[src/rtl/rcn2avalon.sv]
// rcn2avalon: RCN ring slave bridge replaying window hits as single Avalon-MM transactions.
// Optional watchdog: define RCN2AVALON_TIMEOUT_EN to abort stuck accesses with data 32'hDEADDEAD.
module rcn2avalon #(
  parameter logic [21:0] ADDR_BASE = 22'h000000,
  parameter logic [21:0] ADDR_MASK = 22'h3F0000
) (
  input  logic        clk,
  input  logic        rst,
  input  logic [68:0] rcn_in,
  output logic [68:0] rcn_out,
  output logic [21:0] av_address,
  output logic        av_write,
  output logic        av_read,
  output logic [3:0]  av_byteenable,
  output logic [31:0] av_writedata,
  input  logic        av_waitrequest,
  input  logic [31:0] av_readdata,
  input  logic        av_readdatavalid
);
  typedef enum logic [1:0] {IDLE, AV_REQ, RD_WAIT, RESP} state_t;
  state_t state_q;
  logic [68:0] rin_q, rout_q;
  logic wr_q;
  logic [5:0] id_q;
  logic [3:0] mask_q;
  logic [21:0] addr_q;
  logic [1:0] seq_q;
  logic [31:0] data_q;
  logic av_read_q, av_write_q;
  logic [21:0] av_address_q;
  logic [3:0] av_byteenable_q;
  logic [31:0] av_writedata_q;
  logic req_hit, accept, rd_done, timeout, cmpl;
  logic [31:0] cmpl_data;
  logic [68:0] resp;
  assign req_hit = rin_q[68] && rin_q[67] && ((rin_q[55:34] & ADDR_MASK) == (ADDR_BASE & ADDR_MASK));
  assign accept = state_q == AV_REQ && !av_waitrequest;
  assign rd_done = av_readdatavalid && !wr_q && (accept || state_q == RD_WAIT);
  assign cmpl = (accept && wr_q) || rd_done || timeout;
  assign cmpl_data = (accept && wr_q) ? data_q : rd_done ? av_readdata : 32'hDEADDEAD;
  assign resp = {2'b10, wr_q, id_q, mask_q, addr_q, seq_q, cmpl ? cmpl_data : data_q};
`ifdef RCN2AVALON_TIMEOUT_EN
  logic [15:0] cnt_q;
  assign timeout = cnt_q == 16'hFFFF;
  always_ff @(posedge clk)
    cnt_q <= (rst || cmpl || accept || !(state_q == AV_REQ || state_q == RD_WAIT)) ? '0 : cnt_q + 16'd1;
`else
  assign timeout = 1'b0;
`endif
  always_ff @(posedge clk) begin
    if (rst) begin
      state_q <= IDLE;
      rin_q <= '0;
      rout_q <= '0;
      {wr_q, id_q, mask_q, addr_q, seq_q, data_q} <= '0;
      av_read_q <= 1'b0;
      av_write_q <= 1'b0;
      av_address_q <= '0;
      av_byteenable_q <= '0;
      av_writedata_q <= '0;
    end else begin
      rin_q <= rcn_in;
      rout_q <= rin_q;
      case (state_q)
        IDLE: if (req_hit) begin
          rout_q <= '0;
          {wr_q, id_q, mask_q, addr_q, seq_q, data_q} <= rin_q[66:0];
          av_write_q <= rin_q[66];
          av_read_q <= !rin_q[66];
          av_address_q <= rin_q[55:34] & ~ADDR_MASK;
          av_byteenable_q <= rin_q[59:56];
          av_writedata_q <= rin_q[31:0];
          state_q <= AV_REQ;
        end
        AV_REQ, RD_WAIT: begin
          if (accept || timeout) begin
            av_write_q <= 1'b0;
            av_read_q <= 1'b0;
          end
          // a completion meeting an empty slot is inserted on the same edge
          if (cmpl) begin
            data_q <= cmpl_data;
            state_q <= rin_q[68] ? RESP : IDLE;
            if (!rin_q[68]) rout_q <= resp;
          end else if (accept) state_q <= RD_WAIT;
        end
        default: if (!rin_q[68]) begin
          rout_q <= resp;
          state_q <= IDLE;
        end
      endcase
    end
  end
  assign rcn_out = rout_q;
  assign av_address = av_address_q;
  assign av_write = av_write_q;
  assign av_read = av_read_q;
  assign av_byteenable = av_byteenable_q;
  assign av_writedata = av_writedata_q;
endmodule

[config.mk]
export PLATFORM = sky130hd
export DESIGN_NAME = rcn2avalon
export DESIGN_NICKNAME = d
export VERILOG_FILES = /design/src/rtl/rcn2avalon.sv
export SDC_FILE = /design/constraint.sdc
export NUM_CORES = 1
export LEC_CHECK = 0
export BUFFER_PORTS_ARGS = -buffer_cell sky130_fd_sc_hd__buf_2
export CAP_MARGIN = 10
export CORE_MARGIN = 4
export CORE_UTILIZATION = 30
export DETAILED_ROUTE_END_ITERATION = 7
export GPL_TIMING_DRIVEN = 0
export MAX_ROUTING_LAYER = met4
export PLACE_DENSITY = 0.63
export SLEW_MARGIN = 40
export SYNTH_ARGS = -nofsm -noshare
export SYNTH_HDL_FRONTEND = slang
export SYNTH_SLANG_ARGS = --single-unit
export TNS_END_PERCENT = 20
[constraint.sdc]
create_clock -name clk -period 1.98 [get_ports clk]
set_input_delay 0.396 -clock clk [delete_from_list [all_inputs] [get_ports clk]]
set_output_delay 0.396 -clock clk [all_outputs]
set_load 0.01 [all_outputs]
==> flow_metrics.tcl, run 1 <==
set metrics [dict create \
    outcome "complete, but fails checks" \
    violations "negative setup slack" \
    rsz0062_at_grt "true" \
    dp_hpwl_um 18700 \
    postSynth.asyncResetShare 0 \
    cp.required_ns 2.38 \
    drt_iter0_markers 361 \
    hold_path_end "rin_q[24]" \
    routabilityCongestion 0.797 \
    final_util 0.413 \
    yosysWarnings 0 \
    fin_setup_tns_ns -0.00692 \
    regToRegEndpoint "rcn_out[61]" \
    critPathCaptureType "flip-flop" \
    initial_core_util 0.306 \
    instances_no_fill 1547 \
    seq_area_um2 4830 \
    clkSinkCount 241 \
    crit_fanout 7 \
    grt_max_degree 14 \
    power.density_nw_per_um2 1040 \
    dpl_cell_area_um2 10200 \
    htree_levels 1 \
    worstMarginPinSlew_ns 0.659 \
    hold_ws_ns 0.0821 \
    relSlewSlack 0.560 \
    synth_top_cell_by_area "dfxtp_1" \
    drive_above_1_share 0.352 \
    fp.coreArea_um2 28000 \
    hold_class "in2reg" \
    clk_pin_slew_worst_paths_ns 0.06 \
    synthCells 875 \
    cts_tree "yes" \
    synth_top_area_frac 0.563 \
    r2r_setup_slack_ns -0.004 \
    leakage_nw 5.00 \
    grt-ovfl-total 0 \
    yosys-top-cells-area "dfxtp_1 (56%), nand2_1 (7.0%), a21oi_1 (5.8%)" \
    worstSetupStartpointType "flip-flop" \
    total_power_mw 12.0 \
    postCtsHoldBufs 0 \
    synth-main-ff-cell "dfxtp_1" \
    fin_crit_sh 1.00 \
    multiInputGateArea_um2 3390 \
    worstReg2RegStart "rin_q[68]" \
    report.final.setup_viol 2 \
    grt_pass1_vias 7212 \
    drt-pass1-iter-count 4 \
    numCtsBuffers 27 \
    dieArea_um2 31400 \
    syn_area_per_cell_um2 9.80 \
    groute.usage.overall 0.164 \
    viasPerCell 4.55 \
    syn_area_um2 8580 \
    drc 0 \
    final_nets 1256 \
    ys_seq_area_frac 0.563 \
    die_y_um 177 \
    die_x_um 177 \
    antenna_found_initial 3 \
    fin_skew_ns 0.0134 \
    vdd_drop_max_mv 0.506 \
    slew_viol_final 0 \
    wirelength_um 26100 \
    rows 61 \
    fmax_mhz 504 \
    num_io_pins 234 \
    ant_nets 0 \
    whs_path_depth 2 \
    portBuffers 227 \
    cts-root-buf "clkbuf_16" \
    cts_buffer_depth 3 \
    maxCapViolations 0 \
    area_delta_synth_final_pct 34.9 \
    synth_enable_flop_cells 0 \
    synth_seq_cells 241 \
    worstRegToRegCells 7 \
    dpl.cell_count 1485 \
    synth_cell_types 41 \
    num-fill-cells 2799 \
    arrival_ns 2.39 \
    finalHoldViolCount 0 \
    final.min_clock_period_ns 1.98 \
    clk_latency_ns 0.52 \
    wl_per_cell_um 16.9 \
    vias 7043 \
    finalWorstSetupSlack_ns -0.00394 \
    grt_pass1_wl_um 39500 \
    fin_area_um2 11600 \
    pre_cts_slack_ns -0.579 \
    critPathKind "reg2reg" \
    hold_start "rcn_in[24]" \
]
## repair_timing
action                     4_1_cts  5_1_grt
pin swaps                        3        7
resized for setup               60       39
setup buffers                    3        6
setup endpoints to repair      168      120
gates cloned                     1        3
## cell families (layout without fill, tap and decap cells)
group,after synthesis,in the layout,synth area share
AND/OR/NAND/NOR,290,290,0.156
flip-flops,241,241,0.563
AO/OA/AOI/OAI,209,209,0.173
buffers and inverters,96,382,0.0617
multiplexers,34,34,0.0398
adder cells (fa/ha/maj),4,4,0.00584
other,1,9,0.000437
## power breakdown
part / internal, mW / switching (mW)
clock network: 3.00 / 1.95
logic: 0.776 / 1.06
registers: 5.09 / 0.125
## state kept, by name, indices dropped and copies added (netlist names)
name,cells
id_q,6
wr_q,1
rin_q,69
addr_q,22
av_byteenable,4
av_writedata,32
state_q,2
rcn_out,69
seq_q,2
av_read,1
data_q,32
av_write,1
## layout by cell type (no fill, tap or decap), types with 2 or more instances in the layout
cell type  count
dfxtp_1      239
buf_2        236
nand2_1      160
a21oi_1       98
nor2b_1       70
nor2_1        39
buf_4         37
a22o_1        33
mux2i_1       31
a211o_2       30
clkbuf_16     29
clkbuf_1      28
o2bb2ai_1     28
clkbuf_8      16
buf_6          7
buf_8          7
and2_1         7
conb_1         6
clkbuf_2       5
o2bb2ai_2      4
diode_2        3
nor2b_4        3
inv_1          3
ha_4           3
clkinv_4       3
clkinv_2       3
inv_4          2
o221ai_2       2
a21oi_2        2
clkbuf_4       2
o311ai_0       2
mux2i_2        2
a211o_1        2
nand3_1        2
dfxtp_4        2
## how the worst max path moves through the flow
stage | startpoint | to | depth (start not counted)
6_report | rin_q[68] | rcn_out[61] | 7
5_1_grt | state_q[1] | rcn_out[65] | 9
4_1_cts | state_q[0] | rcn_out[30] | 8
3_5_place_dp | state_q[0] | rcn_out[30] | 8
3_3_place_gp | state_q[0] | data_q[27] | 9
2_1_floorplan | state_q[0] | data_q[13] | 9
## critical path, stage by stage (launching register included)
cell	delay, ns
dfxtp_1	0.46
and4bb_2	0.35
a21boi_2	0.10
a211oi_2	0.29
nor3_4	0.10
buf_12	0.20
buf_8	0.13
a22o_1	0.23
## final cells by class
class	count	share of cell area
Sequential cell	241	0.418
Multi-Input combinational cell	543	0.293
Timing Repair Buffer	240	0.109
Clock buffer	40	0.0713
Buffer	89	0.0577
Tap cell	378	0.0409
Clock inverter	8	0.00682
Inverter	5	0.00206
Antenna cell	3	0.000649
## layer usage
| layer | wire [um] | GRT usage |
|---|---|---|
| met1 | 11700 | 0.210 |
| met2 | 12500 | 0.273 |
| met3 | 1390 | 0.0244 |
| met4 | 528 | 0.0406 |
| met5 | 0 | - |
## Yosys cell counts, drive strengths merged, types with 2 or more instances
master / number
nand2: 160
a21oi: 100
inv: 5
and2: 7
nor2b: 73
o311ai: 2
o21ai: 2
buf: 49
a211o: 32
o2bb2ai: 32
o221ai: 2
nor3: 2
mux2i: 33
dfxtp: 241
nor2: 39
clkbuf: 42
nand3: 3
a22o: 33
ha: 4
Note: power is estimated with default switching activity, not from simulation.
==> inputs of run 2 (changes only) <==
==> constraint.sdc (replaced) <==
create_clock -name clk -period 1.8 [get_ports clk]
set_input_delay 0.36 -clock clk [delete_from_list [all_inputs] [get_ports clk]]
set_output_delay 0.36 -clock clk [all_outputs]
set_load 0.01 [all_outputs]
==> run 2 against run 1 <==
Against the previous run: the run still ends with negative setup slack left; count of clock-buffer cells in the layout fell by 1; power up 13%; sequential power is 10% higher; maximum frequency rose by 1.5%; core utilization is 2.5 points higher; clock power rose by 10%; wire length increased by 4.0%; die area unchanged; sequential cell count is the same; sequential share of layout area decreased by 2.4 points; register-to-register slack lost 0.15 ns; worst setup slack worse by 0.15 ns; largest cell class unchanged.
==> flow_metrics.tcl, run 2 (synthesized netlist as in run 1, its figures left out) <==
set metrics [dict create \
    outcome "complete, but fails checks" \
    violations "negative setup slack" \
    viasPerCell 4.60 \
    clk_pin_slew_worst_paths_ns 0.06 \
    grt_pass1_wl_um 40000 \
    postCtsHoldBufs 0 \
    maxCapViolations 0 \
    clk_latency_ns 0.52 \
    whs_path_depth 2 \
    leakage_nw 5.10 \
    ant_nets 0 \
    hold_class "in2reg" \
    critPathKind "reg2reg" \
    fp.coreArea_um2 28000 \
    dieArea_um2 31400 \
    grt_pass1_vias 7115 \
    vdd_drop_max_mv 0.659 \
    crit_fanout 10 \
    drt-pass1-iter-count 5 \
    finalWorstSetupSlack_ns -0.154 \
    instances_no_fill 1571 \
    groute.usage.overall 0.167 \
    drt_iter0_markers 251 \
    dpl.cell_count 1485 \
    num_io_pins 234 \
    initial_core_util 0.306 \
    worstMarginPinSlew_ns 0.729 \
    drive_above_1_share 0.425 \
    dp_hpwl_um 18700 \
    wl_per_cell_um 17.3 \
    portBuffers 227 \
    cts_buffer_depth 3 \
    finalHoldViolCount 0 \
    relSlewSlack 0.514 \
    dpl_cell_area_um2 10200 \
    cts_tree "yes" \
    fin_skew_ns 0.00807 \
    cts-root-buf "clkbuf_16" \
    total_power_mw 13.6 \
    hold_path_end "rin_q[34]" \
    final_cell_mix "dfxtp_1 (237), buf_2 (234), nand2_1 (160), a21oi_1 (76), nor2b_1 (69)" \
    num-fill-cells 2721 \
    fin_area_um2 12300 \
    hold_start "rcn_in[34]" \
    htree_levels 1 \
    clkSinkCount 241 \
    regToRegEndpoint "data_q[26]" \
    mostFrequentLayoutCell "dfxtp_1" \
    r2r_setup_slack_ns -0.15 \
    report.final.setup_viol 102 \
    antenna_found_initial 5 \
    critPathCaptureType "flip-flop" \
    fin_crit_sh 1.09 \
    vias 7231 \
    final_nets 1278 \
    final.min_clock_period_ns 1.95 \
    worstRegToRegCells 9 \
    grt-ovfl-total 0 \
    routabilityCongestion 0.810 \
    worstReg2RegStart "state_q[1]" \
    crit_path_start "state_q[1]" \
    wirelength_um 27100 \
    rsz0062_at_grt "true" \
    fmax_mhz 512 \
    cp.required_ns 2.25 \
    power.density_nw_per_um2 1100 \
    die_x_um 177 \
    area_delta_synth_final_pct 43.2 \
    worstSetupStartpointType "flip-flop" \
    die_y_um 177 \
    slew_viol_final 0 \
    arrival_ns 2.40 \
    drc 0 \
    grt_max_degree 14 \
    hold_ws_ns 0.0492 \
    final_util 0.438 \
    rows 61 \
    numCtsBuffers 26 \
]
run 2: metrics by stage:
step / setup WS, ns / TNS, ns
floorplan: -0.00494 / -0.0345
global placement: -0.641 / -76.36
detailed placement: -0.726 / -83.20
CTS: -0.133 / -8.80
global route: -0.237 / -23.37
finish: -0.154 / -10.38
run 2: worst max path at each step:
stage             endpoint  slack, ns  cells past startpoint
4_1_cts         data_q[16]      -0.13                     11
2_1_floorplan  rcn_out[66]     -0.005                      9
6_report        data_q[26]      -0.15                      9
3_3_place_gp   rcn_out[68]      -0.64                      7
3_5_place_dp   rcn_out[68]      -0.73                      7
5_1_grt        rcn_out[35]      -0.24                      9
run 2: layer usage:
layer | routed length, um | GRT usage
met5 | 0 | -
met4 | 803 | 0.0513
met3 | 1460 | 0.0284
met2 | 12800 | 0.272
met1 | 12000 | 0.214
run 2: power breakdown:
part	internal, mW	total (mW)	switching [mW]
registers	5.59	5.74	0.146
clock network	3.37	5.46	2.09
logic	1.08	2.36	1.28
run 2: critical path, cell delays in order, from the launching register on:
cell and delay [ns]:
dfxtp_4 0.37, inv_4 0.05, buf_4 0.13, ha_4 0.33
nor2b_4 0.18, a31oi_4 0.06, buf_6 0.16, buf_8 0.14
a211o_2 0.31, a21oi_2 0.13
run 2: cell type report:
cell class	count	area (um2)	area share
Antenna cell	5	12.5	0.00102
Tap cell	378	473	0.0385
Multi-Input combinational cell	543	3770	0.307
Clock inverter	8	118	0.00958
Inverter	5	23.8	0.00194
Timing Repair Buffer	265	1580	0.129
Buffer	87	691	0.0563
Clock buffer	39	771	0.0628
Sequential cell	241	4830	0.394
run 2: what timing repair did:
item	4_1_cts	5_1_grt
pin swaps	22	10
cloned	5	3
buffers inserted	25	6
setup endpoints to repair	169	166
resized for setup	135	64
